[src/rtl/flash_spi_burst.sv]
// rtl/flash_spi_burst.sv - SPI-flash word reader issuing READ/FAST_READ with sequential streaming
//
// Purpose: fetches 32-bit little-endian words from a SPI flash (mode 0). A request
// starts a READ (0x03) or FAST_READ (0x0B) command. After each word CS is held low, so
// a request for the next sequential word address only clocks 32 more data bits.
// Ports:
//   clk, rst              system clock, synchronous active-high reset
//   rd_strb, addr         read request and word address, taken when ready=1
//   stop                  abort; closes the flash transaction next cycle
//   data, valid           received word (first wire byte in [7:0]) and its one-cycle strobe
//   ready                 request can be accepted (idle or holding CS after a word)
//   spi_cs_n, spi_sclk,   flash pins; sclk and mosi are registered, sclk idles low
//   spi_mosi, spi_miso
module flash_spi_burst #(
  parameter int ADDR_W    = 22,
  parameter int CLK_DIV   = 1,
  parameter int FAST_READ = 0,
  parameter int CS_IDLE   = 2
) (
  input  logic              clk,
  input  logic              rst,
  input  logic              rd_strb,
  input  logic [ADDR_W-1:0] addr,
  input  logic              stop,
  output logic [31:0]       data,
  output logic              ready,
  output logic              valid,
  output logic              spi_cs_n,
  input  logic              spi_miso,
  output logic              spi_mosi,
  output logic              spi_sclk
);

  localparam int DIV_W = $clog2(CLK_DIV + 1);
  localparam int GAP_W = $clog2(CS_IDLE + 1);
  localparam logic [7:0]       CMD_BYTE = (FAST_READ != 0) ? 8'h0B : 8'h03;
  localparam logic [DIV_W-1:0] DIV_LAST = DIV_W'(CLK_DIV - 1);
  localparam logic [GAP_W-1:0] GAP_LAST = GAP_W'(CS_IDLE - 1);

  typedef enum logic [2:0] {
    S_IDLE,
    S_CMD,
    S_DUMMY,
    S_DATA,
    S_HOLD,
    S_CSGAP
  } state_t;

  state_t state, state_nxt;

  logic [DIV_W-1:0]  div_cnt;
  logic [5:0]        bit_cnt;
  logic [GAP_W-1:0]  gap_cnt;
  logic [31:0]       tx_sh;
  logic [30:0]       rx_sh;
  logic [ADDR_W-1:0] cur_addr;
  logic [ADDR_W-1:0] next_addr;
  logic              next_ok;

  logic              accept;
  logic              seq_hit;
  logic              shifting;
  logic              bit_end;
  logic              last_bit;
  logic              load_cmd;
  logic [ADDR_W-1:0] load_addr;
  logic [31:0]       cmd_word;
  logic [31:0]       rx_word;

  // Command word on the wire: opcode then the 24-bit byte address {addr, 2'b00}.
  function automatic logic [31:0] make_cmd(input logic [ADDR_W-1:0] a);
    logic [23:0] ba;
    ba = '0;
    ba[ADDR_W+1:2] = a;
    return {CMD_BYTE, ba};
  endfunction

  assign accept    = ready && rd_strb && !stop;
  assign seq_hit   = next_ok && (addr == next_addr);
  assign shifting  = (state == S_CMD) || (state == S_DUMMY) || (state == S_DATA);
  // A bit completes at the edge that ends its high phase; MISO is sampled there.
  assign bit_end   = shifting && spi_sclk && (div_cnt == DIV_LAST);
  assign last_bit  = (state == S_DUMMY) ? (bit_cnt == 6'd7) : (bit_cnt == 6'd31);
  // A command frame starts straight from idle, or once the CS gap has elapsed.
  assign load_cmd  = ((state == S_IDLE) && accept) ||
                     ((state == S_CSGAP) && (gap_cnt == GAP_LAST));
  assign load_addr = (state == S_IDLE) ? addr : cur_addr;
  assign cmd_word  = make_cmd(load_addr);
  assign rx_word   = {rx_sh, spi_miso};

  // State register
  always_ff @(posedge clk) begin
    if (rst) begin
      state <= S_IDLE;
    end else begin
      state <= state_nxt;
    end
  end

  // Next-state logic
  always_comb begin
    state_nxt = state;
    case (state)
      S_IDLE:  if (accept) state_nxt = S_CMD;
      S_CMD:   if (bit_end && last_bit) state_nxt = (FAST_READ != 0) ? S_DUMMY : S_DATA;
      S_DUMMY: if (bit_end && last_bit) state_nxt = S_DATA;
      S_DATA:  if (bit_end && last_bit) state_nxt = S_HOLD;
      S_HOLD:  if (accept) state_nxt = seq_hit ? S_DATA : S_CSGAP;
      S_CSGAP: if (gap_cnt == GAP_LAST) state_nxt = S_CMD;
      default: state_nxt = S_IDLE;
    endcase
    if (stop && (state != S_IDLE)) state_nxt = S_IDLE;
  end

  // Output decode
  always_comb begin
    ready = (state == S_IDLE) || (state == S_HOLD);
  end

  // Datapath: SPI pins, shifters, counters and the returned word
  always_ff @(posedge clk) begin
    if (rst) begin
      spi_cs_n  <= 1'b1;
      spi_sclk  <= 1'b0;
      spi_mosi  <= 1'b1;
      valid     <= 1'b0;
      data      <= '0;
      div_cnt   <= '0;
      bit_cnt   <= '0;
      gap_cnt   <= '0;
      tx_sh     <= '0;
      rx_sh     <= '0;
      cur_addr  <= '0;
      next_addr <= '0;
      next_ok   <= 1'b0;
    end else begin
      valid <= 1'b0;
      if (load_cmd) begin
        if (state == S_IDLE) cur_addr <= addr;
        spi_cs_n <= 1'b0;
        spi_sclk <= 1'b0;
        div_cnt  <= '0;
        bit_cnt  <= '0;
        spi_mosi <= cmd_word[31];
        tx_sh    <= {cmd_word[30:0], 1'b0};
      end else begin
        case (state)
          S_CMD, S_DUMMY, S_DATA: begin
            if (div_cnt == DIV_LAST) begin
              div_cnt  <= '0;
              spi_sclk <= ~spi_sclk;
              if (spi_sclk) begin
                bit_cnt <= last_bit ? 6'd0 : bit_cnt + 6'd1;
                // MOSI moves as sclk falls; it idles high once the command is out.
                if ((state == S_CMD) && !last_bit) begin
                  spi_mosi <= tx_sh[31];
                  tx_sh    <= {tx_sh[30:0], 1'b0};
                end else begin
                  spi_mosi <= 1'b1;
                end
                if (state == S_DATA) begin
                  rx_sh <= rx_word[30:0];
                  if (last_bit) begin
                    valid     <= 1'b1;
                    data      <= {rx_word[7:0], rx_word[15:8], rx_word[23:16], rx_word[31:24]};
                    next_addr <= cur_addr + ADDR_W'(1);
                    // A wrapped address is not contiguous in flash: force a new command.
                    next_ok   <= (cur_addr != '1);
                  end
                end
              end
            end else begin
              div_cnt <= div_cnt + DIV_W'(1);
            end
          end
          S_HOLD: begin
            if (accept) begin
              cur_addr <= addr;
              spi_mosi <= 1'b1;
              if (seq_hit) begin
                div_cnt <= '0;
                bit_cnt <= '0;
              end else begin
                spi_cs_n <= 1'b1;
                gap_cnt  <= '0;
              end
            end
          end
          S_CSGAP: gap_cnt <= gap_cnt + GAP_W'(1);
          default: ;
        endcase
      end
      // Abort leaves data alone; a word completing on this same edge still strobes valid.
      if (stop && (state != S_IDLE)) begin
        spi_cs_n <= 1'b1;
        spi_sclk <= 1'b0;
        spi_mosi <= 1'b1;
        div_cnt  <= '0;
        bit_cnt  <= '0;
      end
    end
  end

endmodule

[config.mk]
export PLATFORM = sky130hd
export DESIGN_NAME = flash_spi_burst
export DESIGN_NICKNAME = d
export VERILOG_FILES = /design/src/rtl/flash_spi_burst.sv
export SDC_FILE = /design/constraint.sdc
export NUM_CORES = 1
export LEC_CHECK = 0
export ABC_AREA = 1
export BUFFER_PORTS_ARGS = -buffer_cell sky130_fd_sc_hd__clkbuf_2
export CAP_MARGIN = 40
export CORE_UTILIZATION = 53
export DETAILED_ROUTE_END_ITERATION = 6
export PLACE_DENSITY = 0.75
export SETUP_SLACK_MARGIN = 0.1
export SLEW_MARGIN = 20
export SYNTH_ARGS = -nofsm -noshare
export SYNTH_HDL_FRONTEND = slang
export SYNTH_SLANG_ARGS = --single-unit
[constraint.sdc]
create_clock -name clk -period 1.8 [get_ports clk]
set_clock_uncertainty 0.15 [all_clocks]
set_input_delay 0.45 -clock clk [delete_from_list [all_inputs] [get_ports clk]]
set_output_delay 0.45 -clock clk [all_outputs]
set_load 0.1 [all_outputs]
==> flow_metrics.tcl, run 1 <==
set metrics [dict create \
    status "finished, violations left" \
    failed_checks "design-rule violations, negative setup slack" \
    antenna_found_initial 2 \
    drc 36 \
    syn_area_sq_mm 0.00686 \
    ant_nets 0 \
    gp_congestion 0.887 \
    pin_count 64 \
    critPathCaptureType "register" \
    grt_pass1_vias 7030 \
    yosysTopAreaCell "dfxtp_1" \
    crit_type "register to register" \
    max-slew-margin-rel_pct 72.7 \
    path_delay_family "simple AND/OR/NAND/NOR gates" \
    p_comb_share_pct 31.8 \
    timing.final.ws_setup_ps -420 \
    instances_no_fill 1337 \
    cp_num_buf_inv 1 \
    dieHeight_microns 116 \
    powerDensity_mw_per_mm2 1010 \
    dpl.hpwl_microns 12300 \
    cts_made_buffers 17 \
    design.die.area_sq_mm 0.0134 \
    nFillCells 597 \
    p_int_w 0.00690 \
    rsz0062_at_grt "yes" \
    grt_pass1_wl_microns 34600 \
    placed_area_sq_mm 0.00804 \
    dr_wl_met3_microns 4100 \
    grt_usage_pct 33.8 \
    avgRoutedWirePerCell_microns 23.1 \
    ys_seq_area_share_pct 44.3 \
    highest_layer "met5" \
    finalSetupViolCount 90 \
    slew_viol_final 0 \
    p_leak_nw 4.50 \
    avgViaCountPerCell 6.36 \
    path_cells "ha_4 > nand2_4 > nor3_4 > nand2_2 > nor2_4 > nand3_4 > nor2_2 > nor2_1 > o21ai_1 > nand2_1 > inv_1" \
    clkTransAtPathRegs_ps 70 \
    crit_arrival_ps 2410 \
    p_sw_w 0.00398 \
    fin_nets 1182 \
    syn_avg_cell_area_sq_um 7.11 \
    yosysUniqueCellTypes 36 \
    hold_viol 0 \
    worstMarginPinSlew_ps 408 \
    postLayoutCellArea_sq_mm 0.0108 \
    ys_ff_latch 152 \
    grt_overflow 0 \
    cp_slowest_stage_delay_ps 400 \
    cts.sinks 152 \
    cpMaxStageDelayCell "dfxtp_4" \
    path_max_fanout 3 \
    wirelength_microns 30800 \
    syn_nets 995 \
    area_growth_pct 57.4 \
    clk_latency_ps 450 \
    cts-root-buf "clkbuf_16" \
    drive_gt1_share_pct 42.4 \
    switching_share_pct 36.6 \
    io_buffers 63 \
    worst_hold_path_type "primary input to register" \
    num_vias 8503 \
    syn_inst 965 \
    clock_power_share_pct 31.9 \
    htreeDepth 4 \
    dr_wl_met2_microns 13800 \
    yosysWarnings 0 \
    place_inst 1236 \
    cts_hold_buf 0 \
    core-area_sq_mm 0.0126 \
    seq_power_share_pct 36.3 \
    netlist.area_leader.share_pct 44.3 \
    vdd.ir_drop.worst_mv 0.781 \
    worstPathRequired_ps 1990 \
    start_util_pct 54.4 \
    wl_met1_microns 10200 \
    crit_path_start_kind "register" \
    num_rows 41 \
    max_freq_mhz 451 \
    firstDrtPassIters 7 \
    min_period_over_period_pct 123 \
    tritoncts "yes" \
    synthTopCellsByArea "dfxtp_1 44%, nand2_1 10%, o21ai_0 9.5%, a21oi_1 6.3%, inv_1 5.8%" \
    period_needed_ps 2220 \
    cts_buffer_depth 2 \
    grt_max_degree 57 \
    drv_cap 0 \
    drt_iter0_drc 1267 \
    die_w_microns 116 \
]
[final timing paths]
| kind | slack, ps | end | startpoint | depth (start not counted) |
|---|---|---|---|---|
| min | 80 | data[24] | spi_miso | 3 |
| max reg2reg | -420 | next_addr[20] | cur_addr[0] | 11 |
| max | -420 | next_addr[20] | cur_addr[0] | 11 |
| min reg2reg | 310 | gap_cnt[1] | gap_cnt[1] | 2 |
[registers in the layout, indices dropped and copies added, names as in the netlist]
register / cells
data: 32
rx_sh: 31
tx_sh: 29
cur_addr: 22
next_addr: 22
bit_cnt: 6
state: 3
gap_cnt: 2
next_ok: 1
spi_cs_n: 1
spi_mosi: 1
spi_sclk: 1
valid: 1
[cell usage after synthesis]
cell type and count:
nand2_1 186, dfxtp_1 152, o21ai_0 130, inv_1 106, a21oi_1 86, nor2_1 60
o21ai_1 53, nand3_1 49, clkbuf_1 33, a31oi_1 23, buf_2 13, xor2_1 13
inv_2 8, nand4_1 5, nor3_1 5, nor2_2 4, or2_2 4, xnor2_1 4
ha_1 3, nor2_4 3, o211ai_1 3, a211oi_1 2, buf_1 2, buf_6 2
nand2_2 2, nand2_4 2, nand3_2 2, nand3b_1 2, a21oi_2 1, a21oi_4 1
clkinv_1 1, inv_4 1, nor2_8 1, o2111ai_1 1, o21ai_2 1, or2_1 1
[routing by layer]
| layer | global-route usage (%) | up-vias |
|---|---|---|
| met5 | 0 | - |
| met4 | 18.9 | 2 |
| met3 | 9.31 | 273 |
| met2 | 55.8 | 778 |
| met1 | 39.6 | 3874 |
| li1 | - | 3576 |
[final cells by class]
cell class / instances / area (sq um) / share of cell area (%)
sequential: 152 / 3080 / 28.5
tap: 172 / 215 / 1.99
clock inverter: 11 / 100 / 0.927
timing repair buffer: 214 / 2330 / 21.6
timing repair inverter: 1 / 3.75 / 0.0348
inverter: 116 / 489 / 4.53
multi-input combinational: 650 / 4130 / 38.3
clock buffer: 20 / 447 / 4.14
antenna: 1 / 2.50 / 0.0232
[timing repair]
item,CTS,global route
pin swaps,30,79
endpoints found under the setup margin,170,167
buffers inserted,21,26
gates resized for setup,213,230
gates cloned,8,14
[stage by stage]
step                hold WS (ps)  TNS [ps]  total power, W  util [%]  worst slack [ps]
floorplan                    280    -18310         0.00520         -              -350
CTS                         81.8     -32.5         0.00968      76.1             -20.1
detailed placement           299     -6160         0.00589      63.7              -241
global route                85.4    -14270          0.0111      85.5              -458
finish                      80.5     -9540          0.0109      85.6              -420
global placement             292     -3570         0.00586      63.7              -250
[layout by cell type (no fill, tap or decap), types with 3 or more instances in the layout]
| cell type | synthesis | routed |
|---|---|---|
| nand4_1 | 5 | 5 |
| o21ai_0 | 130 | 58 |
| nor2_4 | 3 | 18 |
| nor2_2 | 4 | 14 |
| clkbuf_2 | 0 | 26 |
| xnor2_1 | 4 | 4 |
| buf_8 | 0 | 3 |
| clkbuf_4 | 0 | 7 |
| inv_4 | 1 | 9 |
| o21ai_1 | 53 | 70 |
| clkbuf_8 | 0 | 14 |
| clkinvlp_4 | 0 | 3 |
| xor2_1 | 13 | 13 |
| clkbuf_16 | 0 | 29 |
| nand2_2 | 2 | 40 |
| nand2_4 | 2 | 18 |
| nor3_4 | 0 | 4 |
| a21oi_1 | 86 | 57 |
| nand3_4 | 0 | 5 |
| nand2_8 | 0 | 4 |
| nand3_1 | 49 | 36 |
| a21oi_2 | 1 | 26 |
| buf_6 | 2 | 37 |
| nand2_1 | 186 | 131 |
| inv_2 | 8 | 11 |
| buf_4 | 0 | 92 |
| nor2_1 | 60 | 35 |
| dfxtp_1 | 152 | 136 |
| nand3_2 | 2 | 10 |
| buf_12 | 0 | 19 |
| dfxtp_2 | 0 | 11 |
| dfxtp_4 | 0 | 5 |
| clkinv_2 | 0 | 4 |
| a31oi_1 | 23 | 22 |
| or2_2 | 4 | 4 |
| o211ai_1 | 3 | 3 |
| buf_16 | 0 | 5 |
| a21oi_4 | 1 | 5 |
| inv_1 | 106 | 93 |
| o21ai_2 | 1 | 54 |
[power by group through the flow]
stage	Sequential, W	Clock, W	Combinational, W
after floorplan	0.00400	0	0.00120
after global placement	0.00389	0	0.00198
after global routing	0.00396	0.00359	0.00355
after detailed placement	0.00389	0	0.00200
final	0.00395	0.00347	0.00346
after CTS	0.00387	0.00336	0.00244
[tightest hold or removal path: stages]
cell and delay, ps:
clkbuf_2 110, nand2_2 50, nand2_1 40
[logic make-up (layout without fill, tap and decap cells)]
family	Yosys count	in the layout	synth area share [%]
adders and majority gates	3	3	0.547
and+or+nand+nor	326	329	20.5
buffers and inverters	166	362	9.57
xor gates and xnor gates	17	17	2.17
AOI/OAI and AO/OA	301	301	22.9
other	0	1	0
DFF	152	152	44.3
(Power assumes the default switching activity.)
==> inputs of run 2 (changes only) <==
--- a/config.mk
+++ b/config.mk
@@ -8,9 +8,11 @@
 export ABC_AREA = 1
 export BUFFER_PORTS_ARGS = -buffer_cell sky130_fd_sc_hd__clkbuf_2
 export CAP_MARGIN = 40
-export CORE_UTILIZATION = 53
+export CORE_ASPECT_RATIO = 2
+export CORE_UTILIZATION = 58
+export CTS_BUF_LIST = sky130_fd_sc_hd__clkbuf_4
 export DETAILED_ROUTE_END_ITERATION = 6
-export PLACE_DENSITY = 0.75
+export PLACE_DENSITY = 0.78
 export SETUP_SLACK_MARGIN = 0.1
 export SLEW_MARGIN = 20
 export SYNTH_ARGS = -nofsm -noshare
==> constraint.sdc (replaced) <==
create_clock -name clk -period 2.8 [get_ports clk]
set_clock_uncertainty 0.15 [all_clocks]
set_input_delay 0.7 -clock clk [delete_from_list [all_inputs] [get_ports clk]]
set_output_delay 0.7 -clock clk [all_outputs]
set_load 0.1 [all_outputs]
==> run 2 against run 1 <==
Net effect: the flow now finishes without violations; hold slack gained 120 ps; clock power shrank 61%; die area fell by 8.3%; final cell count fell by 12%; routed wire length shrank 43%; sequential cell count stayed put; register-to-register slack improved by 920 ps; global-route usage fell by 3.3 points; total power fell by 55%; critical path depth down 9; core utilization shrank 19 points.
==> flow_metrics.tcl, run 2 (synthesis gave the netlist of run 1 again) <==
set metrics [dict create \
    path_max_fanout 5 \
    grt_pass1_vias 6322 \
    drc 0 \
    cp_slowest_stage_delay_ps 500 \
    grt_overflow 0 \
    timing.final.ws_setup_ps 301 \
    min_period_over_period_pct 89.3 \
    p_leak_nw 3.14 \
    cts.sinks 152 \
    avgViaCountPerCell 5.61 \
    wirelength_microns 17600 \
    vdd.ir_drop.worst_mv 0.503 \
    reg_top3 "data (32), rx_sh (31), tx_sh (29)" \
    period_needed_ps 2500 \
    max_freq_mhz 400 \
    powerDensity_mw_per_mm2 645 \
    cts_made_buffers 17 \
    htreeDepth 4 \
    cpMaxStageDelayCell "clkbuf_2" \
    rsz0062_at_grt "no" \
    nFillCells 1103 \
    cts_resized 0 \
    layout_commonest_cell "nand2_1" \
    io_buffers 63 \
    place_inst 1137 \
    dpl.hpwl_microns 12500 \
    max-slew-margin-rel_pct 62.8 \
    regMostFlops "data" \
    tritoncts "yes" \
    die_w_microns 78.9 \
    fin_nets 1044 \
    dieHeight_microns 156 \
    worstPathRequired_ps 1950 \
    drive_gt1_share_pct 13.7 \
    path_delay_family "buffers and inverters" \
    avgRoutedWirePerCell_microns 15.0 \
    design.die.area_sq_mm 0.0123 \
    gp_congestion 0.863 \
    crit_type "register to output pin" \
    cts_buffer_depth 2 \
    firstDrtPassIters 5 \
    ant_nets 0 \
    instances_no_fill 1170 \
    worstMarginPinSlew_ps 560 \
    area_growth_pct 11.1 \
    drt_iter0_drc 367 \
    clkTransAtPathRegs_ps 140 \
    multi_input_area_sq_mm 0.00317 \
    status "completed" \
    cp_num_buf_inv 1 \
    worst_hold_path_type "primary input to register" \
    core-area_sq_mm 0.0114 \
    grt_max_degree 58 \
    grt_usage_pct 30.5 \
    slew_viol_final 0 \
    clk_latency_ps 540 \
    critPathCaptureType "output pin" \
    grt_pass1_wl_microns 29200 \
    cts-root-buf "clkbuf_4" \
    crit_arrival_ps 1650 \
    hold_viol 0 \
    largest_reg_flops 32 \
    finalSetupViolCount 0 \
    final_cell_mix "186 x nand2_1, 152 x dfxtp_1, 130 x o21ai_0" \
    crit_path_start_kind "register" \
    antenna_found_initial 1 \
    path_cells "nor2_2 > clkbuf_2" \
    post_cts_buffers 0 \
    start_util_pct 60.1 \
    drv_cap 0 \
    num_rows 55 \
    place_ws_ps 423 \
    pin_count 64 \
    seq_area_sq_mm 0.00304 \
    num_vias 6561 \
    cts_hold_buf 0 \
    fin_tns_setup_ps 0 \
]
==> run 2: cell type report <==
cell class | count | share of cell area [%]
clock inverters | 13 | 1.89
clock buffers | 19 | 1.87
flip-flops and latches | 152 | 39.9
repair buffers | 80 | 6.63
inverters | 116 | 5.75
well taps | 142 | 2.33
multi-input cells | 647 | 41.6
diodes | 1 | 0.0328
==> run 2: where the power goes <==
part	switching, W	internal, W
sequential	0.000140	0.00233
clock	0.000814	0.000559
combinational	0.000772	0.000300
total	0.00173	0.00319
==> run 2: worst reg2reg max path, delay by kind of cell, from the launching register on <==
kind / cells / cell delay, ps
buf+inv: 3 / 440
compound gates: 1 / 240
flops: 1 / 450
simple gates: 4 / 940
==> run 2: metrics by stage <==
stage | cell area [sq um] | hold WS [ps] | util (%) | power (W)
3_5_place_dp | 7330 | 298 | 64.2 | 0.00357
4_1_cts | 7620 | 179 | 66.7 | 0.00493
5_1_grt | 7620 | 164 | 66.7 | 0.00518
6_report | 7620 | 205 | 66.7 | 0.00491
2_1_floorplan | 6860 | 280 | - | 0.00329
3_3_place_gp | 7330 | 293 | 64.2 | 0.00356
==> run 2: path summary, 6_finish.rpt <==
check / start / end / slack, ps / cells after the start
max: state[1] / ready / 300 / 2
min: spi_miso / data[24] / 200 / 3
max reg2reg: state[1] / data[20] / 500 / 8
min reg2reg: rx_sh[11] / rx_sh[12] / 310 / 2
==> run 2: routing by layer <==
layer | vias to the layer above | GRT usage (%) | routed length [microns]
met2 | 189 | 55.3 | 9280
met4 | 0 | 17.4 | 781
met1 | 3049 | 32.3 | 6810
li1 | 3269 | - | -
met5 | - | 0 | 0
met3 | 54 | 5.61 | 707
